--- src/rtl/uart_pkg.sv ---
// -----------------------------------------------------------------------------
// uart_pkg
// Definitions shared by the 8N1 UART receiver and transmitter.
//   state_t      : receiver FSM encoding (3 bits)
//   calc_t_baud  : system clocks per serial bit, SEQ / BAUD_RATE (truncating)
// -----------------------------------------------------------------------------
package uart_pkg;

   typedef enum logic [2:0] {
      ST_IDLE  = 3'd0,
      ST_START = 3'd1,
      ST_DATA  = 3'd2,
      ST_STOP  = 3'd3,
      ST_BREAK = 3'd4
   } state_t;

   function automatic int calc_t_baud(input int seq, input int baud_rate);
      return seq / baud_rate;
   endfunction

endpackage

--- src/rtl/uart_sync.sv ---
// -----------------------------------------------------------------------------
// uart_sync
// Two-flop synchronizer bringing an asynchronous level into the clk domain.
// Both flops load RST_VAL during reset so an idle line reads as idle.
// Ports:
//   clk : system clock
//   rst : synchronous, active-high reset
//   d   : asynchronous input
//   q   : synchronized output (two clk cycles of latency)
// -----------------------------------------------------------------------------
module uart_sync #(
   parameter logic RST_VAL = 1'b1
) (
   input  logic clk,
   input  logic rst,
   input  logic d,
   output logic q
);

   logic meta;

   always_ff @(posedge clk) begin
      if (rst) begin
         meta <= RST_VAL;
         q    <= RST_VAL;
      end else begin
         meta <= d;
         q    <= meta;
      end
   end

endmodule

--- src/rtl/uart_rx.sv ---
// -----------------------------------------------------------------------------
// uart_rx
// 8N1-style serial receiver (n data bits, LSB first, one start, one stop bit)
// using mid-bit sampling from the system clock. Each good byte is held in
// data_out with a ready/acknowledge handshake.
// Ports:
//   clk       : system clock, all logic on rising edge
//   rst       : synchronous, active-high reset
//   rx        : asynchronous serial line, idle high
//   rd_en     : consumer acknowledge; clears rx_ready and overrun
//   data_out  : last correctly framed byte
//   rx_ready  : data_out holds an unread byte
//   rx_done   : one-cycle pulse when a good frame is accepted
//   frame_err : one-cycle pulse when the stop bit is sampled low
//   overrun   : sticky; a good frame landed while rx_ready was set
//   busy      : receiver is anywhere but IDLE
// -----------------------------------------------------------------------------
module uart_rx
   import uart_pkg::*;
#(
   parameter int SEQ       = 100000000,
   parameter int BAUD_RATE = 9600,
   parameter int n         = 8
) (
   input  logic         clk,
   input  logic         rst,
   input  logic         rx,
   input  logic         rd_en,
   output logic [n-1:0] data_out,
   output logic         rx_ready,
   output logic         rx_done,
   output logic         frame_err,
   output logic         overrun,
   output logic         busy
);

   localparam int t_baud = calc_t_baud(SEQ, BAUD_RATE);
   localparam int t_half = t_baud / 2;
   localparam int CNT_W  = (t_baud > 1) ? $clog2(t_baud) : 1;
   localparam int IDX_W  = (n > 1) ? $clog2(n) : 1;

   localparam logic [CNT_W-1:0] HALF_LAST = CNT_W'(t_half - 1);
   localparam logic [CNT_W-1:0] BAUD_LAST = CNT_W'(t_baud - 1);
   localparam logic [IDX_W-1:0] IDX_LAST  = IDX_W'(n - 1);

   logic             rx_s;
   state_t           state,      state_next;
   logic [CNT_W-1:0] cnt,        cnt_next;
   logic [IDX_W-1:0] idx,        idx_next;
   logic [n-1:0]     shift,      shift_next;
   logic [n-1:0]     data_next;
   logic             ready_next, ovr_next, done_next, ferr_next;

   uart_sync #(
      .RST_VAL (1'b1)
   ) u_sync (
      .clk (clk),
      .rst (rst),
      .d   (rx),
      .q   (rx_s)
   );

   // NOTE: every signal written here gets a default first so no path leaves
   // it unassigned; that is what keeps this block from inferring latches.
   always_comb begin
      state_next = state;
      cnt_next   = cnt;
      idx_next   = idx;
      shift_next = shift;
      data_next  = data_out;
      ready_next = rx_ready;
      ovr_next   = overrun;
      done_next  = 1'b0;
      ferr_next  = 1'b0;

      // Acknowledge; a good frame completing this same cycle overrides below.
      if (rd_en) begin
         ready_next = 1'b0;
         ovr_next   = 1'b0;
      end

      case (state)
         ST_IDLE: begin
            cnt_next = '0;
            if (!rx_s) begin
               state_next = ST_START;
            end
         end

         ST_START: begin
            if (cnt == HALF_LAST) begin
               cnt_next = '0;
               idx_next = '0;
               // Line back high at mid-start: a glitch, not a frame.
               state_next = rx_s ? ST_IDLE : ST_DATA;
            end else begin
               cnt_next = cnt + 1'b1;
            end
         end

         ST_DATA: begin
            if (cnt == BAUD_LAST) begin
               cnt_next        = '0;
               shift_next[idx] = rx_s;
               if (idx == IDX_LAST) begin
                  idx_next   = '0;
                  state_next = ST_STOP;
               end else begin
                  idx_next = idx + 1'b1;
               end
            end else begin
               cnt_next = cnt + 1'b1;
            end
         end

         ST_STOP: begin
            if (cnt == BAUD_LAST) begin
               cnt_next = '0;
               if (rx_s) begin
                  data_next  = shift;
                  done_next  = 1'b1;
                  ready_next = 1'b1;
                  if (rx_ready && !rd_en) begin
                     ovr_next = 1'b1;
                  end
                  state_next = ST_IDLE;
               end else begin
                  ferr_next  = 1'b1;
                  state_next = ST_BREAK;
               end
            end else begin
               cnt_next = cnt + 1'b1;
            end
         end

         // Held-low line: wait for idle so it reports only one frame_err.
         ST_BREAK: begin
            cnt_next = '0;
            if (rx_s) begin
               state_next = ST_IDLE;
            end
         end

         default: begin
            cnt_next   = '0;
            idx_next   = '0;
            state_next = ST_IDLE;
         end
      endcase
   end

   // NOTE: registers use non-blocking assignments so every flop samples the
   // pre-edge values computed above, independent of statement order.
   always_ff @(posedge clk) begin
      if (rst) begin
         state     <= ST_IDLE;
         cnt       <= '0;
         idx       <= '0;
         data_out  <= '0;
         rx_ready  <= 1'b0;
         rx_done   <= 1'b0;
         frame_err <= 1'b0;
         overrun   <= 1'b0;
      end else begin
         state     <= state_next;
         cnt       <= cnt_next;
         idx       <= idx_next;
         data_out  <= data_next;
         rx_ready  <= ready_next;
         rx_done   <= done_next;
         frame_err <= ferr_next;
         overrun   <= ovr_next;
      end
   end

   // NOTE: the shift register has no reset: all n bits are rewritten during
   // DATA before data_out can ever load it, so its power-up value is never seen.
   always_ff @(posedge clk) begin
      shift <= shift_next;
   end

   assign busy = (state != ST_IDLE);

endmodule
--- config.mk ---
export PLATFORM = sky130hd
export DESIGN_NAME = uart_rx
export DESIGN_NICKNAME = d
export VERILOG_FILES = /design/src/rtl/uart_pkg.sv /design/src/rtl/uart_sync.sv /design/src/rtl/uart_rx.sv
export SDC_FILE = /design/constraint.sdc
export NUM_CORES = 1
export LEC_CHECK = 0
export ABC_AREA = 1
export CELL_PAD_IN_SITES_DETAIL_PLACEMENT = 1
export CELL_PAD_IN_SITES_GLOBAL_PLACEMENT = 1
export CORE_MARGIN = 2
export CORE_UTILIZATION = 38
export CTS_CLUSTER_SIZE = 8
export DETAILED_ROUTE_END_ITERATION = 10
export PLACE_DENSITY = 0.8
export SLEW_MARGIN = 20
export SYNTH_ARGS = -nofsm -noshare
export SYNTH_HDL_FRONTEND = slang
export SYNTH_SLANG_ARGS = --single-unit
--- constraint.sdc ---
create_clock -name clk -period 1.6 [get_ports clk]
set_input_delay 0.24 -clock clk [delete_from_list [all_inputs] [get_ports clk]]
set_output_delay 0.24 -clock clk [all_outputs]
set_load 0.03 [all_outputs]
==> results list <==
* Routed WL: 4940 microns
- Cell area power density: 975 mW/mm^2
* Category of the most critical setup path: flip-flop to flip-flop
- Of the total power, the share spent switching nets is 33.9%.
* Global-route wire length before repair: 7380 microns
- Post-synthesis cell type count: 25
- Worst min-delay path class: flip-flop to flip-flop
- Synthesized Nets: 252
- Counting every instance in the synthesized netlist gives 245.
- The synthesized design devotes to its leading area cell type 35.4% of total area.
- Final hold violation count: 0
- Share of synthesized registers carrying an async set or reset: 0%
* Hold buffer count at CTS: 0
* Result of the run: finished clean
- The synthesized design spends more area on one cell type than any other, namely sky130_fd_sc_hd__dfxtp_1.
- Arrival time at the worst endpoint: 1.76 ns
* Number of primary I/O pins: 17
- Setup clock skew after layout: 0.00822 ns
* Max-capacitance violation count: 0
- The share of the Yosys chip area taken by registers is 47.9%.
- Initial antenna violation count: 0
* Yosys synthesis warning count: 0
- Based on the critical path, the design can be clocked at up to 636 MHz.
- TritonCTS built the clock tree.
- Number of buffers inserted during clock tree synthesis: 5
- The analysis attributes to cell leakage a power of 0.00105 uW.
- The core region is 0.00479 sq mm.
- Slew Limit Fails: 0
* Proportion of power drawn by flip-flops and latches: 46.5%
- In this run the mean area of a mapped cell was 7.84 sq um.
- Final Setup Violations: 0
* Root buf cell: sky130_fd_sc_hd__clkbuf_8
- STA puts the critical path data required time at 1.79 ns.
* CTS Sinks: 42
- Overflow after GRT: 0
* Highest net fanout along the worst path: 5
- Post-detail-place hpwl: 3230 microns
- Cell area after synthesis: 0.00192 sq mm
* Number of remaining DRC errors: 0
- Counting flops with a built-in enable in the synthesized netlist gives 8.
- After clock tree synthesis, the clock-pin slew on the worst setup and hold paths is 0.08 ns.
- The congestion estimate from routability-driven global placement came to 0.793.
- Count of routing violations after the opening detailed-route iteration: 75
- Transition time at the pin with the least slew margin: 0.318 ns
- Per-cell via count in the routed design: 4.72
- In the final layout, the share of cells above drive strength 1 is 30.6%.
* Synth-to-Final Area Change: 33.7%
- The detail route stage leaves a number of antenna-violating nets equal to 0.
- For this run, the detailed router's first-pass iteration total came to 4.
* # nets final: 297
* Number of H-tree branching levels: 2
- Unrepaired setup endpoints after global routing: true
- Summed negative setup slack over all endpoints: 0 ns
- Most area-consuming cells after synthesis: sky130_fd_sc_hd__dfxtp_1 (35%), sky130_fd_sc_hd__edfxtp_1 (13%), sky130_fd_sc_hd__nor2_1 (11%), sky130_fd_sc_hd__nand2_1 (8.8%), sky130_fd_sc_hd__inv_1 (4.9%)
- Maximum number of buffers from clock root to sink: 2
- Die boundary height: 75.1 microns
- The later pin in the worst-skew pair is clocked with a latency of 0.30 ns.
- The routed design could run at a clock period as short as 1.57 ns.
- Number of global-route vias before repair: 1,631
- Internal power comes to 1660 uW.
- Maximum VDD drop: 0.464 mV
- Category of the worst setup path capture point: flip-flop
* Total GRT Usage: 17.1%
- Measured against its own limit, the worst slew margin works out to 78.6%.
- From left edge to right edge, the die measures 75.1 microns.
* Number of core rows: 25
- Most common cell in the netlist: sky130_fd_sc_hd__nor2_1
- The share of total power dissipated in combinational logic is 26.4%.
* Antenna cells: 0
- Final period utilization: 98.2%
- Power after layout: 2500 uW
- Once the floorplan was initialized, standard cells occupied 40.2% of the core.
* Via count: 1,691
- In the synthesized netlist, the cells that appear most often are sky130_fd_sc_hd__nor2_1 (56), sky130_fd_sc_hd__nand2_1 (45), sky130_fd_sc_hd__dfxtp_1 (34).
- Dividing the detail-routed wire length by the instance count gives 13.8 microns.
- Total of buffers placed on input and output ports: 16
- The synthesized design contains 42 register bits.
- Startpoint Class: flip-flop
- The die covers 0.00564 sq mm.
- The share of total power dissipated in the clock network is 27.1%.
* Maximum number of pins on one net before global-route repair: 14
- Net switching power: 848 uW
- Among all flip-flop cells after synthesis, the most frequent one is sky130_fd_sc_hd__dfxtp_1.
## what timing repair did
item	CTS	global route
gates resized for setup	8	42
pin swaps	1	15
setup endpoints to repair	28	36
setup buffers	2	8
hold endpoints to repair	0	0
## final timing paths
kind | from | endpoint | slack [ns] | cells after the start
min | u_sync.meta$_SDFF_PP1_ | u_sync.q$_SDFF_PP1_ | 0.45 | 1
min reg2reg | u_sync.meta$_SDFF_PP1_ | u_sync.q$_SDFF_PP1_ | 0.45 | 1
max reg2reg | cnt[1]$_SDFF_PP0_ | cnt[9]$_SDFF_PP0_ | 0.03 | 9
max | cnt[1]$_SDFF_PP0_ | cnt[9]$_SDFF_PP0_ | 0.03 | 9
## routing by layer
metal	part of all wire, %	global-route usage [%]	up-vias
met4	2.1	6.15	0
met5	0	0	-
met1	48	23.0	795
met2	47	27.0	26
li1	-	-	858
met3	2.5	3.75	12
## registers in the layout, indices dropped and copies added, names as in the netlist
name,count
overrun,1
rx_done,1
data_out,8
idx,3
u_sync.q,1
u_sync.meta,1
cnt,14
state,3
shift,8
rx_ready,1
frame_err,1
## layout by cell type (no fill, tap or decap), types with 8 or more instances in the layout
cell type / instances
sky130_fd_sc_hd__nand2_1: 40
sky130_fd_sc_hd__nor2_2: 10
sky130_fd_sc_hd__edfxtp_1: 8
sky130_fd_sc_hd__nor2_1: 48
sky130_fd_sc_hd__a21oi_1: 8
sky130_fd_sc_hd__inv_1: 22
sky130_fd_sc_hd__buf_4: 22
sky130_fd_sc_hd__o21ai_0: 9
sky130_fd_sc_hd__dfxtp_2: 8
sky130_fd_sc_hd__nand3_1: 10
sky130_fd_sc_hd__clkdlybuf4s50_1: 13
sky130_fd_sc_hd__nand2_2: 8
sky130_fd_sc_hd__nor2_4: 9
sky130_fd_sc_hd__dfxtp_1: 22
## stage by stage
stage	cells	setup WS, ns	hold WS [ns]	cell area [sq um]	utilization (%)
after floorplan	245	0.0924	0.309	1920	-
after global placement	340	0.0592	0.415	2270	47.4
after detailed placement	340	-0.0730	0.431	2270	47.4
after CTS	350	-0.00315	0.457	2390	50.0
after global routing	358	-0.0580	0.459	2570	53.7
final	358	0.0285	0.450	2570	53.7
## logic make-up (layout without fill, tap and decap cells)
group                    count (synthesis)  after routing  synth area share, %
AND/OR/NAND/NOR                        145            145                 35.9
flip-flops                              42             42                 47.9
buffers and inverters                   29             75                 6.12
AO/OA/AOI/OAI                           19             19                 4.95
XOR/XNOR                                 7              7                 3.19
adder cells (fa/ha/maj)                  3              3                 1.95
## worst max-delay path, cell delays in order (launching register included)
cell,delay (ns)
sky130_fd_sc_hd__dfxtp_2,0.37
sky130_fd_sc_hd__buf_4,0.13
sky130_fd_sc_hd__nand3_4,0.08
sky130_fd_sc_hd__nor2_4,0.15
sky130_fd_sc_hd__nand2_2,0.08
sky130_fd_sc_hd__nor2_4,0.21
sky130_fd_sc_hd__nand3_2,0.12
sky130_fd_sc_hd__buf_4,0.15
sky130_fd_sc_hd__xor2_1,0.15
sky130_fd_sc_hd__nor2_2,0.04
## final cells by class
cell class	instances	area, sq um
clock buffers	5	68.8
clock inverters	3	16.3
fillers	591	2220
inverters	27	101
multi-input cells	174	992
flip-flops and latches	42	946
well taps	67	83.8
repair buffers	40	360
## power by group through the flow
stage	clock, uW	sequential, uW	combinational (uW)
after floorplan	0	1180	416
final	678	1160	662
after global routing	730	1170	744
after detailed placement	0	1190	607
after CTS	696	1160	614
after global placement	0	1180	587
(Power assumes the default switching activity.)
==> RTL change (same flow settings) <==
`BAUD_RATE`: 9600 -> 38400.
--- a/src/rtl/uart_rx.sv
+++ b/src/rtl/uart_rx.sv
@@ -21,3 +21,3 @@
    parameter int SEQ       = 100000000,
-   parameter int BAUD_RATE = 9600,
+   parameter int BAUD_RATE = 38400,
    parameter int n         = 8
Formal check against the unedited RTL: same outputs for any inputs over 10 cycles, from zero or initial values and one cycle with rst high; that may be too few to reach the edited logic, so the function may still have changed.
==> RTL change against the unedited design <==
Via count fell by 7.0%; cell area decreased by 8.8%; clock power rose by 19%; setup slack gained 0.018 ns; synthesized area fell by 5.1%; combinational power increased by 16%; power grew 9.0%; wire length shrank 14%; synthesized cell count fell by 5.3%; highest routed layer unchanged; sequential cell count shrank 2; fmax is 1.2% higher.
==> RTL change: results (changes against the unedited design) <==
Routing
  • Iteration count of the initial detailed-routing pass: 3 (was 4)
  • Met1 WL: 1900 µm (was 2380 µm)
  • Met3 wire len: 115 µm (was 124 µm)
  • DR iter-0 viols: 77 (was 75)
  • Vias per Instance: 4.87 (was 4.72)
  • WL/cell: 13.1 µm (was 13.8 µm)
  • DR WL met2: 2160 µm (was 2340 µm)

Cells and area
  • Signal buffers: 31 (was 40)
  • Sequential cell area share: 37.9% (was 36.8%)
  • #MultiIn Comb: 157 (was 174)
  • Regs by FF count: cnt: 12 flops, data_out: 8 flops, shift: 8 flops (was cnt: 14 flops, data_out: 8 flops, shift: 8 flops)
  • Fill count: 578 (was 591)
  • Layout non-clock buf frac: 12.1% (was 14.0%)
  • Non-clock inverters: 33 (was 27)
  • Multi-input logic portion of the cell area: 37.4% (was 38.6%)
  • # nets final: 276 (was 297)
  • Clock network contribution to total cell area: 4.54% (was 3.31%)

Global routing
  • Gr usage total: 17.6% (was 17.1%)
  • Met2 Use GR: 31.1% (was 27.0%)
  • Met1 usage: 20.1% (was 23.0%)
  • Pin count of the biggest net entering global routing: 13 (was 14)
  • Vias in the first global route: 1611 (was 1631)
  • M3 GR Usage: 4.94% (was 3.75%)

Synthesis
  • Commonest cells in the synthesized netlist: nor2_1 (45), nand2_1 (39), dfxtp_1 (32) (was nor2_1 (56), nand2_1 (45), dfxtp_1 (34))
  • Synth top area cells: dfxtp_1 (35%), edfxtp_1 (13%), nor2_1 (9.3%), nand2_1 (8.0%), inv_1 (6.4%) (was dfxtp_1 (35%), edfxtp_1 (13%), nor2_1 (11%), nand2_1 (8.8%), inv_1 (4.9%))
  • Post-synthesis sequential area ratio: 48.3% (was 47.9%)
  • Cell variety after synth: 24 (was 25)

Placed design
  • Dpl cell area: 2140 µm² (was 2270 µm²)
  • Gpl congestion: 0.856 (was 0.793)
  • Post-DP HPWL: 3220 µm (was 3230 µm)

Power
  • Switching part of the total: 33.5% (was 33.9%)
  • Maximum VDD drop: 0.554 mV (was 0.464 mV)
  • Leakage: 1.00 nW (was 1.05 nW)

Setup path
  • Top delay family on crit path: buffers and inverters (was simple AND/OR/NAND/NOR gates)
  • CP max FO: 2 (was 5)
  • Critical Path Slowest Stage Cell: clkdlybuf4s50_1 (was dfxtp_2)
  • Crit-path max cell delay: 0.68 ns (was 0.37 ns)
  • WP data arrival: 1.31 ns (was 1.76 ns)

Die
  • Die footprint: 5370 µm² (was 5640 µm²)

STA
  • Worst-case clock skew: 0.0114 ns (was 0.00822 ns)
  • Slew headroom: 75.0% (was 78.6%)

Clocking
  • Clock Sinks: 40 (was 42)

Status
  • Status: complete, no violations (unchanged)
## RTL change: cell count changes after synthesis, sizes merged, moves of 3 or more
| cell | delta |
|---|---|
| nand3 | -4 |
| nor2 | -15 |
| nor3 | +10 |
| nand2 | -4 |
| a21oi | -3 |
| inv | +6 |
## RTL change: worst paths after layout
| kind | end | slack, ns | depth (start not counted) | from |
|---|---|---|---|---|
| worst min register to register | u_sync.q | 0.42 | 1 | u_sync.meta |
| worst min-delay path | u_sync.q | 0.42 | 1 | u_sync.meta |
| worst max-delay path | data_out[6] | 0.05 | 1 | data_out[6] |
| worst max register to register | shift[5] | 0.09 | 7 | cnt[1] |
## RTL change: per-stage QoR
step                utilization, %  power [mW]  setup TNS [ns]  hold WS [ns]  std cells
floorplan                        -        1.68               0         0.309        232
global placement              46.0        1.87               0         0.394        315
detailed placement            46.0        1.89          -0.303         0.402        315
CTS                           48.5        2.69         -0.0898         0.422        323
global route                  50.3        2.90        -0.00886         0.441        323
finish                        50.3        2.73               0         0.418        323
## RTL change: cell families after synthesis
kind of cell | synth area share [%]
buffers and inverters | 8.02
AOI/OAI and AO/OA | 5.97
xor gates and xnor gates | 1.92
and+or+nand+nor | 33.1
adders and majority gates | 2.74
DFF | 48.3
## RTL change: power groups by stage
stage / combinational [mW] / sequential (mW) / clock [mW]
2_1_floorplan: 0.532 / 1.15 / 0
3_3_place_gp: 0.717 / 1.15 / 0
3_5_place_dp: 0.732 / 1.16 / 0
4_1_cts: 0.722 / 1.14 / 0.824
5_1_grt: 0.868 / 1.17 / 0.867
6_report: 0.766 / 1.16 / 0.808
## RTL change: timing repair
action | 4_1_cts | 5_1_grt
cloned | 0 | 0
pin swaps | 0 | 2
gates resized for setup | 5 | 26
hold buffers | 0 | 0
setup endpoints to repair | 9 | 30
